<file path="src/rtl/pattern_pkg.sv">
// Shared state type and constants for the repeating-pattern serial transmitter.
package pattern_pkg;

   typedef enum logic [1:0] {IDLE, SEND, GAP, FIN} state_t;

   localparam int PAT_LEN = 5;
   localparam int IDX_W   = $clog2(PAT_LEN);

   localparam logic [PAT_LEN-1:0] PAT_DEFAULT = 5'b00101;

   // Line symbols: B is the low level, C the high (idle) level.
   localparam logic B = 1'b0;
   localparam logic C = 1'b1;

endpackage

</file>
<file path="src/rtl/pattern_shift.sv">
// Pattern shift register and bit index; the MSB flop drives the serial line directly.
module pattern_shift
   import pattern_pkg::*;
#(
   parameter logic [PAT_LEN-1:0] PAT = PAT_DEFAULT
) (
   input  logic clk,
   input  logic rst,
   input  logic load,
   input  logic shift,
   input  logic clear,
   output logic bit_out,
   output logic last
);

   logic [PAT_LEN-1:0] sreg;
   logic [IDX_W-1:0]   idx;

   // Idle-level fill means the register reads all-C whenever no pattern is loaded.
   always_ff @(posedge clk) begin
      // NOTE: non-blocking assignments so every flop samples pre-edge values.
      if (rst || clear) begin
         sreg <= {PAT_LEN{C}};
         idx  <= '0;
      end else if (load) begin
         sreg <= PAT;
         idx  <= IDX_W'(PAT_LEN - 1);
      end else if (shift) begin
         sreg <= {sreg[PAT_LEN-2:0], C};
         idx  <= idx - IDX_W'(1);
      end
   end

   assign bit_out = sreg[PAT_LEN-1];
   assign last    = (idx == '0);

endmodule

</file>
<file path="src/rtl/pattern_tx.sv">
// Burst transmitter: sends PAT count times, MSB first, separated by gap idle cycles.
module pattern_tx
   import pattern_pkg::*;
#(
   parameter logic [PAT_LEN-1:0] PAT   = PAT_DEFAULT,
   parameter int                 CNT_W = 4,
   parameter int                 GAP_W = 3
) (
   input  logic             clk,
   input  logic             rst,
   input  logic             start,
   input  logic [CNT_W-1:0] count,
   input  logic [GAP_W-1:0] gap,
   input  logic             abort,
   output logic             dout,
   output logic             dvalid,
   output logic             busy,
   output logic             done
);

   state_t             state, state_d;
   logic [CNT_W-1:0]   rep_cnt;
   logic [GAP_W-1:0]   gap_lat;
   logic [GAP_W-1:0]   gap_cnt;
   logic               sh_load, sh_shift, sh_clear, sh_last;

   pattern_shift #(.PAT(PAT)) u_shift (
      .clk     (clk),
      .rst     (rst),
      .load    (sh_load),
      .shift   (sh_shift),
      .clear   (sh_clear),
      .bit_out (dout),
      .last    (sh_last)
   );

   always_comb begin
      // NOTE: defaults first so no path leaves a signal unassigned (no latch).
      state_d  = state;
      sh_load  = 1'b0;
      sh_shift = 1'b0;
      sh_clear = 1'b0;
      case (state)
         IDLE: begin
            if (start) begin
               if (count != '0) begin
                  state_d = SEND;
                  sh_load = 1'b1;
               end else begin
                  state_d = FIN;
               end
            end
         end
         SEND: begin
            if (abort) begin
               state_d  = IDLE;
               sh_clear = 1'b1;
            end else if (!sh_last) begin
               sh_shift = 1'b1;
            end else if (rep_cnt == CNT_W'(1)) begin
               state_d  = FIN;
               sh_clear = 1'b1;
            end else if (gap_lat != '0) begin
               state_d  = GAP;
               sh_clear = 1'b1;
            end else begin
               sh_load = 1'b1;
            end
         end
         GAP: begin
            if (abort) begin
               state_d  = IDLE;
               sh_clear = 1'b1;
            end else if (gap_cnt == GAP_W'(1)) begin
               state_d = SEND;
               sh_load = 1'b1;
            end
         end
         FIN:     state_d = IDLE;
         default: state_d = IDLE;
      endcase
   end

   always_ff @(posedge clk) begin
      if (rst) begin
         state   <= IDLE;
         rep_cnt <= '0;
         gap_lat <= '0;
         gap_cnt <= '0;
         dvalid  <= 1'b0;
         busy    <= 1'b0;
         done    <= 1'b0;
      end else begin
         state  <= state_d;
         dvalid <= (state_d == SEND);
         busy   <= (state_d != IDLE);
         done   <= (state_d == FIN);

         if (state == IDLE && start) begin
            rep_cnt <= count;
            gap_lat <= gap;
         end else if (state == SEND && sh_last && !abort) begin
            // rep_cnt is at least 1 in SEND, so this never wraps.
            rep_cnt <= rep_cnt - CNT_W'(1);
         end

         if (state == SEND && state_d == GAP)
            gap_cnt <= gap_lat;
         else if (state == GAP)
            gap_cnt <= gap_cnt - GAP_W'(1);
      end
   end

endmodule
</file>
<file path="config.mk">
export PLATFORM = sky130hd
export DESIGN_NAME = pattern_tx
export DESIGN_NICKNAME = d
export VERILOG_FILES = /design/src/rtl/pattern_pkg.sv /design/src/rtl/pattern_shift.sv /design/src/rtl/pattern_tx.sv
export SDC_FILE = /design/constraint.sdc
export NUM_CORES = 1
export LEC_CHECK = 0
export ABC_CLOCK_PERIOD_IN_PS = 2800
export CELL_PAD_IN_SITES_DETAIL_PLACEMENT = 0
export CELL_PAD_IN_SITES_GLOBAL_PLACEMENT = 1
export CORE_ASPECT_RATIO = 1.75
export CORE_UTILIZATION = 40
export CTS_BUF_LIST = sky130_fd_sc_hd__clkbuf_8
export DETAILED_ROUTE_END_ITERATION = 16
export DONT_BUFFER_PORTS = 1
export PLACE_DENSITY_LB_ADDON = 0.1
export SYNTH_ARGS = -nofsm -noshare
export SYNTH_HDL_FRONTEND = slang
export SYNTH_SLANG_ARGS = --single-unit
</file>
<file path="constraint.sdc">
create_clock -name clk -period 2.8 [get_ports clk]
set_input_delay 0.28 -clock clk [delete_from_list [all_inputs] [get_ports clk]]
set_output_delay 0.28 -clock clk [all_outputs]
set_load 0.01 [all_outputs]
</file>
Yosys cells after proc, flatten, opt, wreduce, memory -nomap -nowiden
Cells that the tools add are included.
W data, S select, Z words.
Word-level totals
  register bits: 22
  bits of input ports: 11
  logic and storage cells: 72
Operators by class
  add/sub/neg operators: 3
  eq/ne operators: 8
  mux-type cells: 35
  reductions and logical operators: 15
Operators with widths (number)
  $mux W1: 16
  $mux W2: 8
  $mux W3: 4
  $mux W5: 2
  $eq A2 B2 Y1 const B: 4
  $mux W4: 2
  $pmux W2 S4: 1
  $reduce_bool A2 Y1: 4
  $sub A3 B1 Y3 const B: 2
  $eq A2 B1 Y1 const B: 2
  $eq A4 B1 Y1 const B: 1
  $logic_and A1 B1 Y1: 4
  $reduce_bool A4 Y1: 1
  $sub A4 B1 Y4 const B: 1
  $eq A3 B1 Y1 const B: 1
  $logic_not A3 Y1: 1
  $pmux W1 S3: 1
  $reduce_bool A3 Y1: 1
  $logic_not A2 Y1: 1
  $pmux W1 S2: 1
  $reduce_or A2 Y1: 1
  $logic_not A1 Y1: 1
  $logic_or A1 B1 Y1: 1

Longest topological paths before layout
Gate-level depths: netlist (run 1).
  depth in word-level cells: 9
  mapped depth: 8
  mapped depth without buffers: 7

Hierarchy
Synthesis (run 1) repeated with hierarchy kept, for this count alone.
Second synthesis, totals
  cells, all modules: 143
  area total of the unflattened synthesis: 1280.0 um2
By module, submodules not included
  pattern_tx: times used 1, cells each 113, area each 975.9 um2, seq. area each 300.3 um2
  pattern_shift: times used 1, cells each 30, area each 304.0 um2, seq. area each 140.1 um2

Least setup slack after synthesis (run 1)
OpenSTA, ideal clock, no wires.
  kind: register to register
  start point: register state[1]
  end point: register u_shift.sreg[2]
  setup time: 127 ps
  arrival time: 1910 ps
  required time: 2673 ps
  path slack: 763 ps
  stages on the path, launching flop included: 8
  buffers on the path: 1
  period minus slack after synthesis: 2037 ps
  path through: dfxtp_1 inv_1 ha_1 nor2b_1 nor2b_1 clkbuf_1 mux2_2 or3_1
On the way
  longest elaborated chain between the ends: 4
  elaborated cells on any way between the ends: 8
  classes of those cells: eq/ne: 2; mux: 3; reduce/logical: 3
RTL lines
  start: declaration: line pattern_tx.sv:21  | state_t state, state_d;
  start signal: assignment: line pattern_tx.sv:94  | state <= state_d;
  $eq A2 B2 Y1 / $eq A2 B1 Y1 (equally long branches): line pattern_tx.sv:43  | case (state)
  $pmux W1 S2: line pattern_tx.sv:43
  $logic_or A1 B1 Y1: line pattern_shift.sv:22  | if (rst || clear) begin
  $reduce_or A2 Y1 (no source line)
  end signal: assignment: line pattern_shift.sv:23  | sreg <= {PAT_LEN{C}};
  end signal: assignment: line pattern_shift.sv:29  | sreg <= {sreg[PAT_LEN-2:0], C};
  end: declaration: line pattern_shift.sv:16  | logic [PAT_LEN-1:0] sreg;
Several ways; a longest one is shown, not always the timed one.
A chain may end at the register's enable or synchronous reset.

Worst setup path in the final report (run 1)
Ends and elaborated chain as after synthesis.

==> run_results.csv, run 1 <==
group,metric,value,unit
power_and_ir_drop,power,0.761,mW
floorplanning,placementRows,26,
floorplanning,initial_utilization,42.6,%
power_and_ir_drop,clkPwrFrac,39.0,%
timing,min_period,2.12,ns
cells_and_area,n_antenna_cell,0,
routing,drcViolationCount,0,
cells_and_area,nets,166,
clocking,postCtsSetupRepairBufs,0,
synthesis,synth-seq-cells,22,
synthesis,syn_area_per_cell,8.69,um2
floorplanning,die_y,76.2,um
global_routing,grt_usage,16.7,%
cells_and_area,final_common_cell,"dfxtp_1",
critical_path,critPathKind,"reg2reg",
timing,timing.hold.ws,0.0648,ns
placed_design,hpwl,2030,um
timing,tightest_slew,0.577,ns
global_routing,grt_pass1_vias,970,
synthesis,yosys-top-cells-area,"dfxtp_1 (35%), ha_1 (11%), a21oi_1 (3.6%)",
global_routing,grt_max_degree,19,
floorplanning,coreArea,2960,um2
routing,drt_iter0_markers,10,
cells_and_area,fillers,292,
clocking,h-tree-depth,1,
floorplanning,dieArea,3390,um2
clocking,cts_tree,"built",
critical_path,arrival,2.27,ns
timing,clock-skew-final,0.00872,ns
timing,setup_slack,0.681,ns
cells_and_area,layout_common_cells,"dfxtp_1 (22), nand2_1 (12), nor2_1 (11), ha_1 (11), inv_1 (10)",
synthesis,synth.distinct_cells,42,
clocking,clkSlewWorstSetupHoldPaths,0.08,ns
clocking,cts_made_buffers,3,
clocking,cts_sinks,22,
timing,grt_setup_unrepaired,"no",
critical_path,worst_ep_required_time,2.95,ns
cells_and_area,drive_above_1_share,9.79,%
power_and_ir_drop,power.density,558,nW/um2
critical_path,worstSetupStartpointType,"flip-flop",
clocking,cts_max_path_buffers,2,
timing,post-route-period-util,75.7,%
power_and_ir_drop,p_comb_share,14.3,%
timing,slew_headroom,61.2,%
clocking,cts_hold_buf,0,
synthesis,synth-main-ff-cell,"dfxtp_1",
routing,wl_per_cell,13.7,um
global_routing,grt_pass1_wl,4260,um
outcome,status,"finished clean",
timing,setup_viol,0,
power_and_ir_drop,p_int,0.573,mW
routing,ant_nets,0,
global_routing,grt_overflow,0,
global_routing,antenna_found_initial,0,
critical_path,crit_fanout,8,
worst_hold_path,hold_class,"in2reg",
synthesis,synth-edff-count,0,
routing,viasPerCell,5.34,
power_and_ir_drop,netSwitchingFraction,24.8,%
placed_design,dp_slack,0.696,ns
synthesis,synth_top_area_share,35.0,%
floorplanning,io-pin-count,15,
synthesis,synth_area_leader_cell,"dfxtp_1",
synthesis,synth_area,1260,um2
routing,vias,988,
run,max_cap_violations,0,
power_and_ir_drop,power_leakage,0.505,nW
floorplanning,die_w,44.4,um
power_and_ir_drop,seqPwrFrac,46.8,%
timing,finalHoldViolCount,0,
power_and_ir_drop,power.switching,0.189,mW
critical_path,r2r_slack,0.68,ns
routing,finalWirelength,2540,um
placed_design,portBuffers,0,
cells_and_area,syn2layout_area_growth,8.34,%
clocking,ctsResizeCount,0,
clocking,clkLatencyLatePin,0.27,ns
synthesis,netlist_instances,145,
synthesis,synthArstFlopShare,0,%
timing,fin_setup_tns,0,ns
clocking,root_buffer,"clkbuf_8",
synthesis,yosysSeqAreaShare,35.0,%
critical_path,endpoint_kind,"flip-flop",
synthesis,yosysWarnings,0,
synthesis,synth_nets,167,
placed_design,place_congestion,0.801,
cells_and_area,fin_util,46.1,%
timing,fmax,0.472,GHz
routing,dr.pass1.iters,4,
power_and_ir_drop,max-vdd-ir-drop,328,uV
timing,slew_viol_final,0,
-- per-stage QoR --
step,cells,instance area [um2]
global placement,181,1290
finish,185,1370
global route,185,1370
floorplan,145,1260
detailed placement,181,1290
CTS,185,1370
-- sequential cells by signal, summed over array words and instances (netlist names) --
| register | count |
|---|---|
| gap_lat | 3 |
| u_shift.sreg | 4 |
| u_shift.idx | 3 |
| dvalid | 1 |
| gap_cnt | 3 |
| rep_cnt | 4 |
| busy | 1 |
| state | 2 |
| done | 1 |
-- synth_stat cells (2+ instances only) --
| cell | number |
|---|---|
| a21oi_1 | 9 |
| inv_1 | 10 |
| xnor2_1 | 3 |
| nand3_1 | 4 |
| clkbuf_1 | 6 |
| a211oi_1 | 3 |
| nor3_1 | 3 |
| nor2b_1 | 5 |
| nand2_1 | 12 |
| nor4_1 | 3 |
| a211oi_2 | 2 |
| o21ai_0 | 8 |
| xor2_1 | 3 |
| dfxtp_1 | 22 |
| a31oi_1 | 2 |
| and2_1 | 2 |
| mux2i_1 | 3 |
| ha_1 | 11 |
| nor2_1 | 11 |
-- critical path: stages (launching register included) --
cell	delay, ns
dfxtp_1	0.36
inv_1	0.13
ha_1	0.25
nor2b_1	0.27
nor2b_1	0.16
buf_4	0.17
mux2_2	0.34
or3_1	0.32
-- layout make-up --
class,count,area (um2),area share (%)
Multi-Input combinational cell,106,756,55.4
Clock buffer,3,41.3,3.02
Tap cell,42,52.6,3.85
Sequential cell,22,440,32.3
Clock inverter,1,30.0,2.20
Timing Repair Buffer,1,7.51,0.550
Inverter,10,37.5,2.75
-- layer usage --
metal / track usage, % / part of all wire, % / vias to the layer above
met3: 2.84 / 2.6 / 5
met1: 18.1 / 40 / 469
met4: 6.36 / 1.7 / 0
met5: 0 / 0 / -
li1: - / - / 499
met2: 30.3 / 56 / 15
-- cell families after synthesis --
logic type / after synthesis / share of synthesized area (%)
compound gates: 36 / 21.3
xor+xnor: 6 / 4.17
fa+ha+maj: 11 / 10.9
buf+inv: 17 / 5.06
flops: 22 / 35.0
mux: 4 / 3.28
simple gates: 49 / 20.4
-- final timing paths --
kind,end,cells past startpoint,startpoint
hold / removal,gap_cnt[2],1,rst
setup / recovery,u_shift.sreg[2],7,state[1]
setup reg to reg,u_shift.sreg[2],7,state[1]
hold reg to reg,gap_lat[2],2,gap_lat[2]
-- power groups by stage --
stage | registers, mW | logic, mW | clock network (mW)
after global placement | 0.363 | 0.108 | 0
after CTS | 0.356 | 0.110 | 0.308
after detailed placement | 0.363 | 0.110 | 0
final | 0.356 | 0.109 | 0.297
after floorplan | 0.359 | 0.0948 | 0
after global routing | 0.359 | 0.123 | 0.324
No activity file was read; power rests on OpenSTA's default activity.
==> run 2, diff against run 1 <==
ABC_CLOCK_PERIOD_IN_PS = 2100   (was 2800)
clock period = 2.1 ns   (was 2.8 ns; I/O delays follow)
==> run 2 against run 1 <==
Critical path depth unchanged. Utilization increased by 2.9 points. First-iteration DRC count increased by 120%. Sequential power increased by 34%. Global-route usage increased by 1.6 points. Non-clock buffer count increased by 9. Maximum frequency increased by 6.1%. Clock power increased by 35%. Register-to-register slack got worse by 0.58 ns. Hold slack got worse by 0.063 ns. Via count increased by 4.9%. Total power increased by 38%. Highest routed layer unchanged.
==> run_results.csv, run 2 (synthesis gave the netlist of run 1 again) <==
group,metric,value,unit
routing,ant_nets,0,
floorplanning,io-pin-count,15,
global_routing,grt_pass1_wl,4710,um
floorplanning,initial_utilization,42.6,%
placed_design,portBuffers,0,
placed_design,dp_slack,0.104,ns
power_and_ir_drop,power_leakage,0.548,nW
global_routing,grt_pass1_vias,1072,
critical_path,worstSetupStartpointType,"flip-flop",
floorplanning,dieArea,3390,um2
run,max_cap_violations,0,
critical_path,arrival,2.19,ns
timing,fin_setup_tns,0,ns
cells_and_area,syn2layout_area_growth,15.1,%
timing,min_period,2.00,ns
routing,drt_iter0_markers,22,
clocking,cts_tree,"built",
floorplanning,die_y,76.2,um
critical_path,critical_path.cell_chain,"inv_1 > ha_1 > or3b_4 > a2111oi_4 > o31ai_2 > or3_4 > a211oi_2",
cells_and_area,fillers,305,
floorplanning,coreArea,2960,um2
outcome,status,"finished clean",
routing,finalWirelength,2840,um
placed_design,hpwl,2090,um
placed_design,place_congestion,0.762,
clocking,cts_made_buffers,3,
global_routing,grt_overflow,0,
timing,slew_headroom,67.7,%
routing,vias,1036,
routing,dr.pass1.iters,4,
cells_and_area,final_common_cell,"dfxtp_1",
critical_path,critPathBufInv,1,
timing,fmax,0.501,GHz
routing,viasPerCell,5.34,
routing,wl_per_cell,14.7,um
timing,grt_setup_unrepaired,"no",
power_and_ir_drop,max-vdd-ir-drop,460,uV
routing,drcViolationCount,0,
timing,setup_viol,0,
floorplanning,die_w,44.4,um
clocking,clkLatencyLatePin,0.27,ns
clocking,clkSlewWorstSetupHoldPaths,0.08,ns
clocking,cts_max_path_buffers,2,
clocking,root_buffer,"clkbuf_8",
timing,setup_slack,0.103,ns
power_and_ir_drop,power.density,723,nW/um2
cells_and_area,nets,175,
timing,clock-skew-final,0.00373,ns
critical_path,crit_fanout,4,
cells_and_area,drive_above_1_share,15.1,%
global_routing,grt_max_degree,16,
critical_path,slowest_stage,"or3b_4",
critical_path,critPathKind,"reg2reg",
timing,post-route-period-util,95.1,%
cells_and_area,layout_common_cells,"dfxtp_1 (19), nand2_1 (12), nor2_1 (11), ha_1 (11), inv_1 (10)",
cells_and_area,n_antenna_cell,0,
clocking,h-tree-depth,1,
critical_path,ff2ff_path_depth,7,
timing,finalHoldViolCount,0,
clocking,cts_sinks,22,
global_routing,grt_usage,18.3,%
timing,slew_viol_final,0,
critical_path,cp.depth,7,
critical_path,endpoint_kind,"flip-flop",
cells_and_area,largestRegisters,"rep_cnt: 4 flops, u_shift.sreg: 4 flops",
critical_path,path_delay_family,"simple AND/OR/NAND/NOR gates",
critical_path,crit_path_max_incr_delay,0.41,ns
global_routing,antenna_found_initial,0,
worst_hold_path,whs_path_depth,1,
worst_hold_path,hold_class,"in2reg",
critical_path,worst_ep_required_time,2.30,ns
timing,tightest_slew,0.480,ns
floorplanning,placementRows,26,
-- run 2: cell types whose count changed in the layout (fill, tap and decap cells not counted), moves of 3 or more --
cell / before / now
dfxtp_1: 22 / 19
dfxtp_2: 0 / 3
buf_4: 1 / 6
dlygate4sd3_1: 0 / 4
-- run 2: cell type report --
class | instances | area (um2) | area share (%)
Inverter | 10 | 37.5 | 2.59
Clock inverter | 1 | 30.0 | 2.07
Sequential cell | 22 | 444 | 30.6
Tap cell | 42 | 52.6 | 3.62
Timing Repair Buffer | 10 | 85.1 | 5.87
Clock buffer | 3 | 41.3 | 2.85
Multi-Input combinational cell | 106 | 759 | 52.4
-- run 2: worst paths after layout --
| check | start | end | slack (ns) |
|---|---|---|---|
| worst max-delay path | rep_cnt[1] | gap_cnt[0] | 0.10 |
| worst min-delay path | rst | gap_lat[0] | 0.002 |
| worst max register to register | rep_cnt[1] | gap_cnt[0] | 0.10 |
| worst min register to register | gap_lat[0] | gap_lat[0] | 0.49 |
-- run 2: routing by layer --
layer / vias to the layer above / global-route usage [%] / part of all wire [%]
li1: 522 / - / -
met1: 481 / 19.6 / 38
met2: 25 / 33.2 / 55
met3: 8 / 2.84 / 3.1
met4: 0 / 7.88 / 3.2
met5: - / 0 / 0
-- run 2: power breakdown --
group	internal (mW)	switching (mW)	total [mW]
combinational	0.0751	0.0941	0.169
clock	0.255	0.147	0.402
sequential	0.449	0.0289	0.478
total	0.779	0.270	1.05
-- run 2: stage by stage --
stage | cells | area, um2 | power (mW) | util, % | hold WS (ns)
2_1_floorplan | 145 | 1260 | 0.605 | - | 0.357
3_3_place_gp | 186 | 1330 | 0.640 | 45.0 | 0.278
3_5_place_dp | 186 | 1330 | 0.644 | 45.0 | 0.279
4_1_cts | 193 | 1430 | 1.05 | 48.4 | 0.000449
5_1_grt | 194 | 1450 | 1.10 | 49.0 | 0.000125
6_report | 194 | 1450 | 1.05 | 49.0 | 0.00153
-- run 2: timing repair --
action,CTS,global route
gates resized for setup,0,5
buffers inserted,0,0
setup endpoints to repair,0,5
endpoints found under the hold margin,3,6
hold buffers,3,1
==> run 3, diff against run 2 <==
CTS_BUF_LIST = sky130_fd_sc_hd__clkbuf_4   (was sky130_fd_sc_hd__clkbuf_8)
==> run 3 against run 2 <==
Largest power group unchanged. Count of clock-buffer cells in the layout did not move. Critical path type unchanged. Total power is 6.4% lower. First-iteration DRC count decreased by 55%. Flip-flop and latch count is the same.
==> run_results.csv, run 3 (synthesis gave the netlist of run 1 again) <==
group,metric,value,unit
cells_and_area,stdcell_area,1420,um2
routing,drcViolationCount,0,
floorplanning,die_w,44.4,um
routing,viasPerCell,5.23,
floorplanning,placementRows,26,
critical_path,endpoint_kind,"flip-flop",
global_routing,grt_max_degree,15,
global_routing,antenna_found_initial,0,
timing,tightest_slew,0.575,ns
cells_and_area,largestRegisters,"rep_cnt: 4 flops, u_shift.sreg: 4 flops",
placed_design,placed_cells,186,
clocking,cts_made_buffers,3,
clocking,root_buffer,"clkbuf_4",
routing,dr.pass1.iters,4,
floorplanning,coreArea,2960,um2
critical_path,worstSetupStartpointType,"flip-flop",
global_routing,top_usage_layer,"met2",
cells_and_area,n_antenna_cell,0,
clocking,cts_sinks,22,
clocking,clkSlewWorstSetupHoldPaths,0.13,ns
placed_design,place_congestion,0.762,
timing,fmax,0.496,GHz
placed_design,place_area,1330,um2
cells_and_area,nets,174,
critical_path,arrival,2.27,ns
cells_and_area,syn2layout_area_growth,12.6,%
critical_path,crit_fanout,4,
floorplanning,die_y,76.2,um
global_routing,grt_overflow,0,
timing,finalHoldViolCount,0,
timing,slew_headroom,61.6,%
clocking,clkLatencyLatePin,0.32,ns
power_and_ir_drop,power.density,692,nW/um2
power_and_ir_drop,power_leakage,0.537,nW
routing,vias,1010,
floorplanning,dieArea,3390,um2
cells_and_area,final_common_cell,"dfxtp_1",
timing,post-route-period-util,95.9,%
cells_and_area,drive_above_1_share,17.9,%
global_routing,grt_pass1_vias,1041,
worst_hold_path,holdCritStartpoint,"gap[0]",
critical_path,critPathKind,"reg2reg",
floorplanning,initial_utilization,42.6,%
timing,min_period,2.01,ns
critical_path,worst_ep_required_time,2.35,ns
global_routing,gr-usage-met1,19.4,%
global_routing,grt_use_met3,1.66,%
routing,wl_per_cell,13.8,um
placed_design,portBuffers,0,
timing,setup_viol,0,
timing,timing.hold.ws,0.0191,ns
outcome,status,"finished clean",
floorplanning,io-pin-count,15,
cells_and_area,layout_common_cells,"dfxtp_1 (18), nand2_1 (12), nor2_1 (11), ha_1 (11), inv_1 (10)",
global_routing,grt_use_met2,31.2,%
timing,slew_viol_final,0,
timing,clock-skew-final,0.00490,ns
critical_path,r2r_start,"rep_cnt[1]",
global_routing,grt_usage,17.4,%
routing,finalWirelength,2670,um
clocking,cts_tree,"built",
worst_hold_path,hold_class,"in2reg",
placed_design,hpwl,2090,um
critical_path,crit_start,"rep_cnt[1]",
clocking,cts_max_path_buffers,2,
global_routing,grt_pass1_wl,4500,um
routing,ant_nets,0,
routing,drt_iter0_markers,10,
power_and_ir_drop,power,0.981,mW
clocking,h-tree-depth,1,
run,max_cap_violations,0,
power_and_ir_drop,max-vdd-ir-drop,427,uV
cells_and_area,finalNonFillerCells,193,
## run 3: changes by cell type in the layout (fill, tap and decap cells not counted)
cell	delta
clkbuf_4	+3
dfxtp_1	-1
nor2b_1	-1
buf_4	+2
dfxtp_2	+1
nor2b_2	+1
a2111oi_0	+1
dlygate4sd3_1	-3
a2111oi_1	-1
clkbuf_8	-3
## run 3: metrics by stage
stage / utilization, % / setup TNS, ns / worst slack [ns]
floorplan: - / 0 / 0.0632
global placement: 45.0 / 0 / 0.148
detailed placement: 45.0 / 0 / 0.104
CTS: 47.1 / 0 / 0.0589
global route: 47.9 / -0.00330 / -0.00330
finish: 47.9 / 0 / 0.0851
## run 3: path summary, 6_finish.rpt
check | depth (start not counted) | slack [ns] | end
hold reg to reg | 2 | 0.50 | gap_lat[2]
setup / recovery | 7 | 0.09 | gap_cnt[0]
hold / removal | 2 | 0.02 | gap_lat[0]
setup reg to reg | 7 | 0.09 | gap_cnt[0]
## run 3: metal layers
metal	vias up	wire (um)	share of wire (%)
met4	0	61	2.3
met2	14	1490	56
met3	6	58	2.2
met1	473	1060	40
met5	-	0	0
li1	517	-	-
## run 3: power by group
group          leakage, nW  total, mW  internal (mW)  switching (mW)
registers            0.182      0.478          0.449          0.0284
clock network       0.0279      0.336          0.193           0.143
logic                0.326      0.168         0.0744          0.0934
total                0.537      0.981          0.717           0.264
## run 3: final cells by class
cell class | count | area [um2]
fill | 313 | 1540
multi-input combinational | 106 | 761
sequential | 22 | 445
timing repair buffer | 9 | 70.1
tap | 42 | 52.6
inverter | 10 | 37.5
clock inverter | 1 | 30.0
clock buffer | 3 | 22.5
## run 3: timing repair
action | CTS | global route
endpoints found under the setup margin | 0 | 5
buffers inserted | 0 | 2
hold endpoints to repair | 14 | 0
gates resized for setup | 0 | 6
hold buffers | 1 | 0
## run 3: critical path: stages, from the launching register on
cell and delay [ns]:
dfxtp_2 0.35, inv_1 0.08, ha_1 0.13, or3b_4 0.41
a2111oi_4 0.32, o31ai_2 0.12, or3_4 0.36, a211oi_2 0.17
